### src/rtl/mux_nch_reg.sv
// N-channel registered selector with valid/ready handshaking.
// A channel is chosen by external select or by round-robin and is captured in one output register.
module mux_nch_reg #(
    parameter int word_size = 32,
    parameter int channels  = 4,
    parameter int sel_width = 2,
    parameter int arb_mode  = 0
) (
    input  logic                          clk,
    input  logic                          reset,
    input  logic [channels*word_size-1:0] input_data,
    input  logic [channels-1:0]           input_valid,
    output logic [channels-1:0]           input_ready,
    input  logic [sel_width-1:0]          select,
    output logic [word_size-1:0]          output_data,
    output logic                          output_valid,
    input  logic                          output_ready,
    output logic [sel_width-1:0]          output_channel
);

    logic                 load_en;
    logic                 grant_valid;
    logic [sel_width-1:0] grant;
    logic [sel_width-1:0] ptr;
    logic [sel_width-1:0] ptr_next;
    logic [word_size-1:0] grant_word;

    assign load_en = !output_valid || output_ready;

    // NOTE: every always_comb output gets a default first, so no path leaves it unassigned (no latch).
    always_comb begin
        grant       = '0;
        grant_valid = 1'b0;
        if (arb_mode == 0) begin
            // Out-of-range select matches no channel index, so it never grants.
            for (int i = 0; i < channels; i++) begin
                if (!grant_valid && select == sel_width'(i) && input_valid[i]) begin
                    grant       = sel_width'(i);
                    grant_valid = 1'b1;
                end
            end
        end else begin
            for (int k = 0; k < channels; k++) begin
                int idx;
                idx = int'(ptr) + k;
                if (idx >= channels) idx = idx - channels;
                if (!grant_valid && input_valid[idx]) begin
                    grant       = sel_width'(idx);
                    grant_valid = 1'b1;
                end
            end
        end
    end

    always_comb begin
        grant_word = '0;
        for (int i = 0; i < channels; i++) begin
            if (grant == sel_width'(i)) grant_word = input_data[i*word_size +: word_size];
        end
    end

    // Explicit wrap so a non-power-of-2 channel count never lands on an unused index.
    assign ptr_next = (int'(grant) == channels - 1) ? '0 : grant + sel_width'(1);

    always_comb begin
        input_ready = '0;
        for (int i = 0; i < channels; i++) begin
            input_ready[i] = !reset && load_en && grant_valid && (grant == sel_width'(i));
        end
    end

    // NOTE: sequential state uses non-blocking assignments so all registers update from pre-edge values.
    always_ff @(posedge clk) begin
        if (reset) begin
            output_valid   <= 1'b0;
            output_data    <= '0;
            output_channel <= '0;
            ptr            <= '0;
        end else if (load_en) begin
            if (grant_valid) begin
                output_data    <= grant_word;
                output_channel <= grant;
                output_valid   <= 1'b1;
                if (arb_mode != 0) ptr <= ptr_next;
            end else begin
                output_valid <= 1'b0;
            end
        end
    end

endmodule

### config.mk
export PLATFORM = sky130hd
export DESIGN_NAME = mux_nch_reg
export DESIGN_NICKNAME = d
export VERILOG_FILES = /design/src/rtl/mux_nch_reg.sv
export SDC_FILE = /design/constraint.sdc
export NUM_CORES = 1
export LEC_CHECK = 0
export BUFFER_PORTS_ARGS = -buffer_cell sky130_fd_sc_hd__buf_2
export CAP_MARGIN = 20
export CORE_ASPECT_RATIO = 2
export CORE_UTILIZATION = 43
export CTS_CLUSTER_DIAMETER = 30
export DETAILED_ROUTE_END_ITERATION = 16
export PLACE_DENSITY = 0.94
export SETUP_SLACK_MARGIN = 0.02
export SLEW_MARGIN = 20
export SYNTH_ARGS = -nofsm -noshare
export SYNTH_HDL_FRONTEND = slang
export SYNTH_SLANG_ARGS = --single-unit
### constraint.sdc
create_clock -name clk -period 4.4 [get_ports clk]
set_input_delay 0.66 -clock clk [delete_from_list [all_inputs] [get_ports clk]]
set_output_delay 0.66 -clock clk [all_outputs]
set_load 0.01 [all_outputs]
# After elaboration in Yosys (flattened, before gate mapping)
# Index checks and enable logic that the tools add are counted.
[word_totals]
regBits = 35
latchBits = 0
ramBits = 0
mem_bits_ro = 0
inputBits = 137
output_inout_bits = 39
word_cells = 43
n_memories = 0
[op_classes]
add_sub_neg = 0
n_mul = 0
div = 0
order_cmp = 0
eq_ne = 6
n_shift = 0
mux = 12
n_bitwise = 0
reduce_logical = 22
[op_table]
columns = ["op", "count"]
rows = [
  ["32-bit 2-to-1 mux", 4],
  ["1-bit logical AND", 13],
  ["2-bit == test, second input constant", 4],
  ["1-bit 2-to-1 mux", 6],
  ["1-bit logical NOT", 5],
  ["2-bit by 1-bit == test with 1-bit output, second input constant", 2],
  ["2-bit logical NOT", 2],
  ["2-bit 2-to-1 mux", 2],
  ["2-bit AND reduction", 1],
  ["1-bit logical OR", 1],
]

# Depth between registers and ports, before layout
[depth]
depth_word = 20
mapped_depth = 6

# Least setup slack after synthesis
# No wires, ideal clock.
[synth_path]
kind = "input to output"
startpoint = "input port select[0]"
endpoint = "output port input_ready[0]"
arrival_time_ns = 1.672
t_required_ns = 3.740
slack_ns = 2.068
cell_stages = 4
path_buffers = 2
cell_sequence = "nand3b_1 -> buf_2 -> clkbuf_1 -> nor4b_1"
[synth_via]
elab_chain_len = 17
elab_cells_between_ends = 24
cone_classes = "eq/ne (3); mux (7); reduce/logical (14)"
[synth_lines]
columns = ["item", "line", "rtl"]
rows = [
  ["start, declared", "14", "input logic [sel_width-1:0] select,"],
  ["2-bit logical NOT", "37", "if (!grant_valid && select == sel_width'(i) && input_valid[i]) begin"],
  ["1-bit logical AND", "37", ""],
  ["1-bit 2-to-1 mux", "37", ""],
  ["1-bit logical NOT", "37", ""],
  ["1-bit logical AND (2 in a row)", "37", ""],
  ["1-bit 2-to-1 mux", "37", ""],
  ["1-bit logical NOT", "37", ""],
  ["1-bit logical AND (2 in a row)", "37", ""],
  ["1-bit 2-to-1 mux", "37", ""],
  ["1-bit logical NOT", "37", ""],
  ["1-bit logical AND (2 in a row)", "37", ""],
  ["2-bit 2-to-1 mux / 1-bit 2-to-1 mux (equally long branches)", "37", ""],
  ["2-bit logical NOT / 1-bit logical AND (equally long branches)", "68", "input_ready[i] = !reset && load_en && grant_valid && (grant == sel_width'(i));"],
  ["1-bit logical AND *", "68", ""],
  ["end, declared", "13", "output logic [channels-1:0] input_ready,"],
]
# Every way passes the cells marked *; elsewhere a longest branch is shown, timed or not.

# Final worst setup path
[layout_path]
startpoint = "input port select[1]"
endpoint = "output port input_ready[0]"
# The elaborated chain is that of the path after synthesis.

==> tab_implementation.tex <==
\begin{tabular}{lr}
\hline
Metric & Value \\
\hline
\multicolumn{2}{l}{\textbf{Drt}} \\
First-iteration detailed-routing DRC count & 61 \\
Drt via density & 5.65 \\
Wire length reported by the detailed router & between 7 and 8 mm \\
Detail-routed net length per standard cell & 14.6 µm \\
Final routed DRC violation total & 0 \\
Detail Route Antenna Nets & 0 \\
Number of optimization iterations in the first detailed-route pass & 4 \\
DR vias & 2955 \\
\multicolumn{2}{l}{\textbf{Logic synthesis}} \\
Count of warnings emitted by yosys & 0 \\
Register area share after synthesis & 31.3\% \\
Share of the synthesized area in the top cell type & 31.3\% \\
Number of nets in the synthesized netlist & between 400 and 500 \\
Number of synthesized register bits & 35 \\
Netlist area before placement & between 0.002 and 0.0025 mm² \\
Leading cell types by total area after synthesis & sky130\_fd\_sc\_hd\_\_dfxtp\_1, sky130\_fd\_sc\_hd\_\_nand2\_1, sky130\_fd\_sc\_hd\_\_a311oi\_1 \\
Synthesized netlist cell count & roughly 310 \\
Count of cell types in the netlist & 25 \\
Average footprint of a synthesized cell & slightly above 7 µm² \\
Cell type with the largest total area after synthesis & sky130\_fd\_sc\_hd\_\_dfxtp\_1 \\
\multicolumn{2}{l}{\textbf{Critical path}} \\
FF-to-FF path depth & 4 \\
CP Class & in2out \\
Cell type group with the largest total delay on the critical path & simple AND/OR/NAND/NOR gates \\
Reg-to-Reg End & output\_data[2] \\
Critical path peak fanout & 18 \\
Critical Path Max Stage Delay & approximately 0.57 ns \\
Register-to-register path setup slack & between 2 and 3 ns \\
R2r startpoint & output\_valid \\
Critical path required time & 3.74 ns \\
CP dominant cell by count & sky130\_fd\_sc\_hd\_\_buf\_2 \\
Worst endpoint data arrival time & 2.01 ns \\
Element type at the critical path end & output pin \\
CP cell instances & buf\_2 -> nand3b\_1 -> nand2\_1 -> nor4b\_1 -> buf\_2 \\
Crit start category & input pin \\
Cell type of the slowest stage on the worst timing path & sky130\_fd\_sc\_hd\_\_nand3b\_1 \\
Critical path buffer and inverter count & 2 \\
\multicolumn{2}{l}{\textbf{Worst hold path}} \\
Worst Hold Class & reg2reg \\
Min-Delay Endpoint & output\_data[21] \\
Hold Crit Start & output\_data[21] \\
Instance count along the most critical hold path & 2 \\
\multicolumn{2}{l}{\textbf{Timing}} \\
Endpoints failing hold & 0 \\
Setup repair after global routing missed its margin & no \\
Setup-failing EPs final & 0 \\
Final setup slack of the worst path & around 1.7 ns \\
Post-route clock period utilization & between 60 and 70\% \\
Setup TNS & 0 ns \\
Worst setup skew after layout & 0.00693 ns \\
Final number of max-transition violations & 0 \\
Worst slack on hold paths & between 0.4 and 0.5 ns \\
Minimum period implied by the final worst setup slack & between 2 and 3 ns \\
Tightest Pin Transition & between 0.7 and 0.8 ns \\
Max Clock Freq & $\sim$380 MHz \\
Relative max-transition margin & about half \\
\multicolumn{2}{l}{\textbf{Pwr}} \\
Proportion of power drawn by the clock network & between 30\% and 40\% \\
Combinational Power Share & 28.1\% \\
Pwr per Cell Area & roughly 310 mW/mm² \\
Switching Share & $\sim$28\% \\
Post-route total power & approximately 0.001 W \\
Sequential share of power & roughly 37\% \\
Leakage component of the power & approximately 1.6 nW \\
Max rail drop VDD & around 0.24 mV \\
Cell Int Power & 0.000714 W \\
Switching Power & around 0.00028 W \\
\multicolumn{2}{l}{\textbf{Placed design}} \\
Gpl congestion & roughly 0.87 \\
DP HPWL & between 5 and 6 mm \\
Total of buffers placed on input and output ports & 175 \\
Post-Place Setup Slack & $\sim$1.7 ns \\
\multicolumn{2}{l}{\textbf{CTS}} \\
\# clock sinks & 35 \\
Post-CTS setup buffers & 0 \\
Count of instances resized after the clock tree is built & 0 \\
Hold-fix buffers at CTS & 0 \\
Worst-Skew Late Latency & 0.29 ns \\
Number of buffers added by the clock tree synthesis step & 5 \\
CTS root buffer & sky130\_fd\_sc\_hd\_\_clkbuf\_8 \\
H-tree lvl count & 2 \\
CTS tree & built \\
Worst-path clk slew & 0.07 ns \\
Bufs on Longest Clock Path & 2 \\
\multicolumn{2}{l}{\textbf{Finish}} \\
Number of antenna cells inserted & 0 \\
Count of nets after finishing & 602 \\
Finished Core Util & between 60\% and 70\% \\
Filler Cells Inserted & 470 \\
P\&R area growth vs syn & 41.4\% \\
Fraction of final layout cells sized beyond drive strength 1 & 47.2\% \\
\multicolumn{2}{l}{\textbf{GRT}} \\
Overall overflow remaining after global route & 0 \\
All-Layer GR Usage & between 20\% and 30\% \\
Antenna violations before repair & 0 \\
Vias in the first global route & $\sim$2800 \\
Global-route wire length before repair & $\sim$12 mm \\
Maximum number of pins on one net before global-route repair & 65 \\
\multicolumn{2}{l}{\textbf{Floorplanning}} \\
Number of placement rows & 36 \\
Core region area & approximately 0.0050 mm² \\
Number of placed I/O pins & 176 \\
DIE AREA & 0.00552 mm² \\
Initial core utilization & between 40 and 50\% \\
Height of the chip & about 100 µm \\
Chip Width & approximately 53 µm \\
\multicolumn{2}{l}{\textbf{Run status}} \\
Run status & complete, no violations \\
\multicolumn{2}{l}{\textbf{Flow run}} \\
Max cap viols & 0 \\
\hline
\end{tabular}
## routing by layer
metal,GRT usage [%],vias up,wire length [µm]
li1,-,1421,-
met1,26.1,1340,2750
met2,52.2,170,4060
met3,6.29,24,582
met4,12.4,0,235
met5,0,-,0
## synthesized netlist by cell type
master,number
sky130_fd_sc_hd__nand2_1,98
sky130_fd_sc_hd__dfxtp_1,35
sky130_fd_sc_hd__nor2_1,34
sky130_fd_sc_hd__o21ai_0,32
sky130_fd_sc_hd__a311oi_1,31
sky130_fd_sc_hd__a31o_2,28
sky130_fd_sc_hd__clkbuf_1,17
sky130_fd_sc_hd__buf_2,8
sky130_fd_sc_hd__buf_6,7
sky130_fd_sc_hd__a31o_1,4
sky130_fd_sc_hd__nor3_1,3
sky130_fd_sc_hd__nand3b_1,2
sky130_fd_sc_hd__a21oi_1,1
sky130_fd_sc_hd__a22oi_1,1
sky130_fd_sc_hd__a311oi_2,1
sky130_fd_sc_hd__a32oi_1,1
sky130_fd_sc_hd__and2_4,1
sky130_fd_sc_hd__and3_1,1
sky130_fd_sc_hd__and3b_1,1
sky130_fd_sc_hd__inv_1,1
sky130_fd_sc_hd__mux2_2,1
sky130_fd_sc_hd__mux4_2,1
sky130_fd_sc_hd__nand2b_1,1
sky130_fd_sc_hd__nand3_1,1
sky130_fd_sc_hd__nor4b_1,1
## worst max path at each step
stage	start	end	slack [ns]	depth (start not counted)
CTS	select[1]	input_ready[0]	1.74	5
detailed placement	select[1]	output_data[2]	1.74	5
floorplan	select[0]	input_ready[0]	2.07	4
finish	select[1]	input_ready[0]	1.73	5
global route	select[1]	input_ready[0]	1.62	5
global placement	select[1]	input_ready[0]	1.83	5
## worst min-delay path, cell delays in order, from the launching register on
cell	delay [ns]
sky130_fd_sc_hd__dfxtp_1	0.31
sky130_fd_sc_hd__nor2_1	0.09
sky130_fd_sc_hd__a311oi_1	0.05
## layout by cell type, fill, tap and decap left out, types with 2 or more instances in the layout
master,n
sky130_fd_sc_hd__clkbuf_8,5
sky130_fd_sc_hd__a311oi_1,31
sky130_fd_sc_hd__nor3_1,3
sky130_fd_sc_hd__dfxtp_1,35
sky130_fd_sc_hd__a31o_2,28
sky130_fd_sc_hd__a31o_1,4
sky130_fd_sc_hd__nand3b_1,2
sky130_fd_sc_hd__nor2_1,34
sky130_fd_sc_hd__nand2_1,98
sky130_fd_sc_hd__buf_4,3
sky130_fd_sc_hd__bufinv_16,2
sky130_fd_sc_hd__buf_2,175
sky130_fd_sc_hd__o21ai_0,32
## area by class of cell
cell class | instances | area, µm² | area share (%)
multi-input combinational | 244 | 1350 | 42.8
tap | 57 | 71.3 | 2.25
clock buffer | 5 | 68.8 | 2.17
sequential | 35 | 701 | 22.1
clock inverter | 3 | 67.6 | 2.14
inverter | 1 | 3.75 | 0.119
timing repair buffer | 178 | 898 | 28.4
## power groups by stage
stage | Sequential [W] | Clock (W) | Combinational [W]
after floorplan | 0.000395 | 0 | 0.000153
after global placement | 0.000376 | 0 | 0.000269
after detailed placement | 0.000378 | 0 | 0.000278
after CTS | 0.000371 | 0.000351 | 0.000279
after global routing | 0.000375 | 0.000364 | 0.000309
final | 0.000371 | 0.000345 | 0.000280
## sequential cells by signal (all words and copies together) (netlist names)
register,cells
output_channel,2
output_data,32
output_valid,1
## kinds of logic (layout without fill, tap and decap cells)
logic type,after synthesis,after routing,synth area share (%)
and+or+nand+nor,143,143,25.4
AOI/OAI and AO/OA,99,99,33.4
muxes,2,2,1.51
buffers and inverters,33,187,8.33
DFF,35,35,31.3
## stage by stage
step,std cells,instance area (µm²)
CTS,523,3160
global placement,515,3030
finish,523,3160
detailed placement,515,3030
floorplan,312,2240
global route,523,3160
(Power assumes the default switching activity.)
